### src/rtl/imm_gen_pkg.sv
// Shared constants for the RV64I immediate generator.
// Opcodes and immediate format codes.
package imm_gen_pkg;

  localparam logic [6:0] LOAD      = 7'b0000011;
  localparam logic [6:0] OP_IMM    = 7'b0010011;
  localparam logic [6:0] OP_IMM_32 = 7'b0011011;
  localparam logic [6:0] JALR      = 7'b1100111;
  localparam logic [6:0] SYSTEM    = 7'b1110011;
  localparam logic [6:0] STORE     = 7'b0100011;
  localparam logic [6:0] BRANCH    = 7'b1100011;
  localparam logic [6:0] LUI       = 7'b0110111;
  localparam logic [6:0] AUIPC     = 7'b0010111;
  localparam logic [6:0] JAL       = 7'b1101111;
  localparam logic [6:0] OP        = 7'b0110011;
  localparam logic [6:0] OP_32     = 7'b0111011;
  localparam logic [6:0] FENCE     = 7'b0001111;

  typedef enum logic [2:0] {
    FMT_NONE  = 3'd0,
    FMT_I     = 3'd1,
    FMT_S     = 3'd2,
    FMT_B     = 3'd3,
    FMT_U     = 3'd4,
    FMT_J     = 3'd5,
    FMT_SHAMT = 3'd6
  } fmt_e;

  function automatic logic is_shift(
    input logic [2:0] f3
  );
    return (f3 == 3'b001) || (f3 == 3'b101);
  endfunction

endpackage

### src/rtl/imm_decode.sv
// Combinational immediate extraction.
// Keyed on opcode, plus funct3 for shifts.
module imm_decode
  import imm_gen_pkg::*;
(
  input  logic [31:0] instruction,
  output logic [63:0] imm,
  output logic [2:0]  fmt,
  output logic        illegal
);

  logic [6:0]  opc;
  logic [2:0]  f3;
  logic [63:0] sx;

  assign opc = instruction[6:0];
  assign f3  = instruction[14:12];
  assign sx  = {64{instruction[31]}};

  // Select field layout from the opcode
  always_comb begin
    imm     = '0;
    fmt     = FMT_NONE;
    illegal = 1'b0;
    case (opc)
      OP_IMM: begin
        if (is_shift(f3)) begin
          imm = {58'd0, instruction[25:20]};
          fmt = FMT_SHAMT;
        end else begin
          imm = {sx[63:12], instruction[31:20]};
          fmt = FMT_I;
        end
      end
      OP_IMM_32: begin
        if (is_shift(f3)) begin
          imm = {59'd0, instruction[24:20]};
          fmt = FMT_SHAMT;
        end else begin
          imm = {sx[63:12], instruction[31:20]};
          fmt = FMT_I;
        end
      end
      LOAD, JALR, SYSTEM: begin
        imm = {sx[63:12], instruction[31:20]};
        fmt = FMT_I;
      end
      STORE: begin
        imm = {sx[63:12], instruction[31:25],
               instruction[11:7]};
        fmt = FMT_S;
      end
      BRANCH: begin
        imm = {sx[63:13], instruction[31],
               instruction[7], instruction[30:25],
               instruction[11:8], 1'b0};
        fmt = FMT_B;
      end
      LUI, AUIPC: begin
        imm = {sx[63:32], instruction[31:12],
               12'd0};
        fmt = FMT_U;
      end
      JAL: begin
        imm = {sx[63:21], instruction[31],
               instruction[19:12], instruction[20],
               instruction[30:21], 1'b0};
        fmt = FMT_J;
      end
      OP, OP_32, FENCE: begin
        imm = '0;
        fmt = FMT_NONE;
      end
      default: illegal = 1'b1;
    endcase
  end

endmodule

### src/rtl/imm_gen.sv
// Registered RV64I immediate generator.
// One-cycle latency, no backpressure.
module imm_gen
  import imm_gen_pkg::*;
(
  input  logic        clk,
  input  logic        rst_n,
  input  logic        in_valid,
  input  logic [31:0] instruction,
  output logic        out_valid,
  output logic [63:0] imm,
  output logic [2:0]  fmt,
  output logic        illegal
);

  logic [63:0] d_imm;
  logic [2:0]  d_fmt;
  logic        d_ill;

  imm_decode u_dec (
    .instruction (instruction),
    .imm         (d_imm),
    .fmt         (d_fmt),
    .illegal     (d_ill)
  );

  // Capture decode on valid; hold otherwise
  always_ff @(posedge clk) begin
    if (!rst_n) begin
      out_valid <= 1'b0;
      imm       <= '0;
      fmt       <= FMT_NONE;
      illegal   <= 1'b0;
    end else begin
      out_valid <= in_valid;
      if (in_valid) begin
        imm     <= d_imm;
        fmt     <= d_fmt;
        illegal <= d_ill;
      end
    end
  end

endmodule

### config.mk
export PLATFORM = sky130hd
export DESIGN_NAME = imm_gen
export DESIGN_NICKNAME = d
export VERILOG_FILES = /design/src/rtl/imm_gen_pkg.sv /design/src/rtl/imm_decode.sv /design/src/rtl/imm_gen.sv
export SDC_FILE = /design/constraint.sdc
export NUM_CORES = 1
export LEC_CHECK = 0
export ABC_CLOCK_PERIOD_IN_PS = 1800
export BUFFER_PORTS_ARGS = -buffer_cell sky130_fd_sc_hd__buf_2
export CORE_ASPECT_RATIO = 0.9
export CORE_UTILIZATION = 35
export CTS_CLUSTER_DIAMETER = 40
export DETAILED_ROUTE_END_ITERATION = 16
export SLEW_MARGIN = 25
export SYNTH_ARGS = -nofsm -noshare
export SYNTH_HDL_FRONTEND = slang
export SYNTH_SLANG_ARGS = --single-unit
### constraint.sdc
create_clock -name clk -period 1.8 [get_ports clk]
set_clock_uncertainty 0.2 [all_clocks]
set_input_delay 0.36 -clock clk [delete_from_list [all_inputs] [get_ports clk]]
set_output_delay 0.36 -clock clk [all_outputs]
set_load 0.03 [all_outputs]
==> impl_metrics.yaml <==
sta:
  timing.fmax_ghz: 0.597
  hold_viol: 0
  post-route-min-period_ns: 1.68
  fin_ws_ns: 0.124
  max-slew-margin-rel_pct: 69.2
  setup_viol: 0
  rsz0062_at_grt: "false"
  drv_slew: 0
  worstMarginPinSlew_ns: 0.459
  fin_crit_sh_pct: 93.1
detailed_routing:
  wl_met3_um: 342
  routed_wl_mm: 6.13
  wire_per_inst_um: 13.2
  met2WireLength_mm: 2.80
  vias_per_cell: 4.99
  wl_met1_mm: 2.88
  initialDrtViolationCount: 93
  route.detailed.drc: 0
  via_count: 2309
  highest_layer: "met4"
  drt-pass1-iter-count: 4
  ant_nets: 0
cells_and_area:
  instances_no_fill: 463
  num-nets-final: 411
  final_common_cell: "buf_2"
  multi_input_area_um2: 1210
  diodes: 0
  syn_to_final_growth_pct: 33.0
  final_cell_mix: "buf_2, buf_4, dfxtp_1"
  fillers: 614
  regArea_um2: 744
  drive_gt1_share_pct: 48.4
critical_path:
  r2r_cells: 3
  start_kind: "input pin"
  reg2reg_from: "imm[0]"
  worstPathMaxFanout: 10
  path_buf_inv: 3
  path_cells: "buf_2, buf_4, or3_1, a21oi_4, o31ai_2, buf_12, a22oi_2"
  critical_path.max_stage_delay_ns: 0.37
  rr_endpoint: "imm[0]"
  end_kind: "flip-flop"
  slowest_stage: "or3_1"
  crit_family: "compound AO/OA/AOI/OAI gates"
  required_ns: 1.82
  reg2reg_slack_ns: 0.70
  critPathKind: "input pin to flip-flop"
  cp_data_arrival_time_ns: 1.70
global_route:
  grt_pass1_vias: 2103
  grt_pass1_wl_mm: 9.80
  grt_overflow: 0
  grt_antenna_before_repair: 0
  grt.total_usage_pct: 18.1
  grt_max_degree: 35
floorplanning:
  core_area_um2: 6250
  die_w_um: 87.7
  num_io_pins: 104
  start_util_pct: 37.0
  fp-row-count: 27
  die-area_um2: 6930
  die_h_um: 79.1
power:
  vdd_ir_drop_max_uv: 276
  p_seq_share_pct: 46.0
  combPwrFrac_pct: 14.9
  power.internal_mw: 1.35
  p_per_area_nw_per_um2: 587
  swShare_pct: 25.3
  p_switching_uw: 457
  clkPwrFrac_pct: 39.1
  p_leak_nw: 1.41
yosys:
  synth_seq_area_share_pct: 32.1
  ys_seq_elements: 37
  syn_area_um2: 2310
  synth_fa_ha_area_share_pct: 0
  synth_cells: 273
  yosys_warnings: 0
  avgSynthCellArea_um2: 8.47
  synth-compound-area-share_pct: 32.4
  synthMuxAreaShare_pct: 0
  synth_top_family_by_area: "compound AO/OA/AOI/OAI gates"
  synth_nets: 308
  synthXorXnorAreaFrac_pct: 0.379
  synth-simple-area-share_pct: 18.8
  yosysUniqueCellTypes: 48
min_path:
  holdPathEnd: "imm[3]"
  min_delay_path_depth: 3
  hp-class: "input pin to flip-flop"
  min_from: "instruction[10]"
outcome:
  status: "complete, no violations"
clock_network:
  h-tree-depth: 2
  numCtsBuffers: 5
  cts_tree: "yes"
  clockBufferDepth: 2
  post_cts_buffers: 0
  clock-sinks: 37
  clk_pin_slew_worst_paths_ns: 0.08
  clock_latency_ns: 0.29
  clock-root-buffer: "clkbuf_8"
place:
  routabilityCongestion: 0.854
  post-dp-hpwl_mm: 4.80
  place_inst: 456
  pre_cts_slack_ns: -0.204
  io_buffers: 103
flow_run:
  cap_violations: 0
## state kept, by name, summed over array words and instances (netlist names)
register   flops
out_valid      1
illegal        1
fmt            3
imm           32
## area by class of cell
class	count	share of cell area, %
tap	87	3.54
clock buffer	5	2.24
sequential	37	24.2
multi-input combinational	177	39.4
timing repair buffer	148	28.6
inverter	7	0.855
clock inverter	2	1.14
## worst max-delay path by stage
stage / end / start / depth (start not counted) / slack, ns
floorplan: imm[21] / instruction[6] / 6 / 0.005
global placement: imm[15] / instruction[5] / 6 / -0.16
detailed placement: imm[17] / instruction[5] / 6 / -0.20
CTS: imm[46] / imm[62] / 1 / 0.08
global route: imm[6] / instruction[2] / 7 / 0.03
finish: imm[29] / instruction[6] / 7 / 0.12
## kinds of logic after synthesis
group / count (synthesis)
AO/OA/AOI/OAI: 98
XOR/XNOR: 1
buffers and inverters: 59
flip-flops: 37
AND/OR/NAND/NOR: 78
## power by group through the flow
stage / combinational (mW) / sequential (mW) / clock [mW]
after floorplan: 0.122 / 0.866 / 0
after global placement: 0.267 / 0.850 / 0
after detailed placement: 0.267 / 0.849 / 0
after CTS: 0.268 / 0.830 / 0.726
after global routing: 0.292 / 0.830 / 0.756
final: 0.269 / 0.829 / 0.706
## tightest hold or removal path, cell delays in order
cell and delay (ns):
buf_2 0.09, nand2_1 0.04, a31oi_1 0.07
## repair_timing
item / in CTS / in global routing
endpoints found under the setup margin: 0 / 41
resized for setup: 0 / 2
hold buffers: 0 / 0
## per-stage QoR
step	utilization, %	TNS [ns]	instance area [um2]	power (mW)	hold slack, ns
4_1_cts	49.0	0	3060	1.82	0.110
3_5_place_dp	47.3	-4.73	2960	1.12	0.243
3_3_place_gp	47.3	-4.29	2960	1.12	0.247
6_report	49.2	0	3070	1.80	0.117
5_1_grt	49.2	0	3070	1.88	0.117
2_1_floorplan	-	0	2320	0.988	0.291
## cells in the mapped netlist, drive strengths merged
cell type / n / area, um2
and2: 1 / 6.26
a211oi: 1 / 7.51
or3b: 1 / 8.76
nor4bb: 1 / 10.0
nand3b: 1 / 7.51
inv: 7 / 26.3
buf: 44 / 323
xnor2: 1 / 8.76
nor3: 8 / 56.3
and3b: 3 / 26.3
nor2: 6 / 22.5
a41oi: 1 / 8.76
nand2: 28 / 105
a22oi: 11 / 133
a21oi: 23 / 130
a21boi: 11 / 82.6
clkbuf: 8 / 30.0
o21ba: 1 / 10.0
or2: 2 / 15.0
o21ai: 19 / 98.8
o22ai: 2 / 12.5
a211o: 1 / 8.76
nand2b: 2 / 12.5
a311oi: 2 / 35.0
o41ai: 1 / 8.76
nand4b: 3 / 26.3
a31oi: 6 / 37.5
nor4: 1 / 6.26
o31ai: 18 / 160
nand4bb: 1 / 11.3
nor2b: 14 / 87.6
a2111oi: 1 / 15.0
or3: 2 / 12.5
nand3: 4 / 20.0
dfxtp: 37 / 741
## per-layer routing
layer / track usage (%) / up-vias
met5: 0 / -
met4: 6.23 / 0
met3: 3.22 / 10
met2: 29.2 / 93
met1: 24.3 / 1056
li1: - / 1150
No activity file was read; power rests on OpenSTA's default activity.
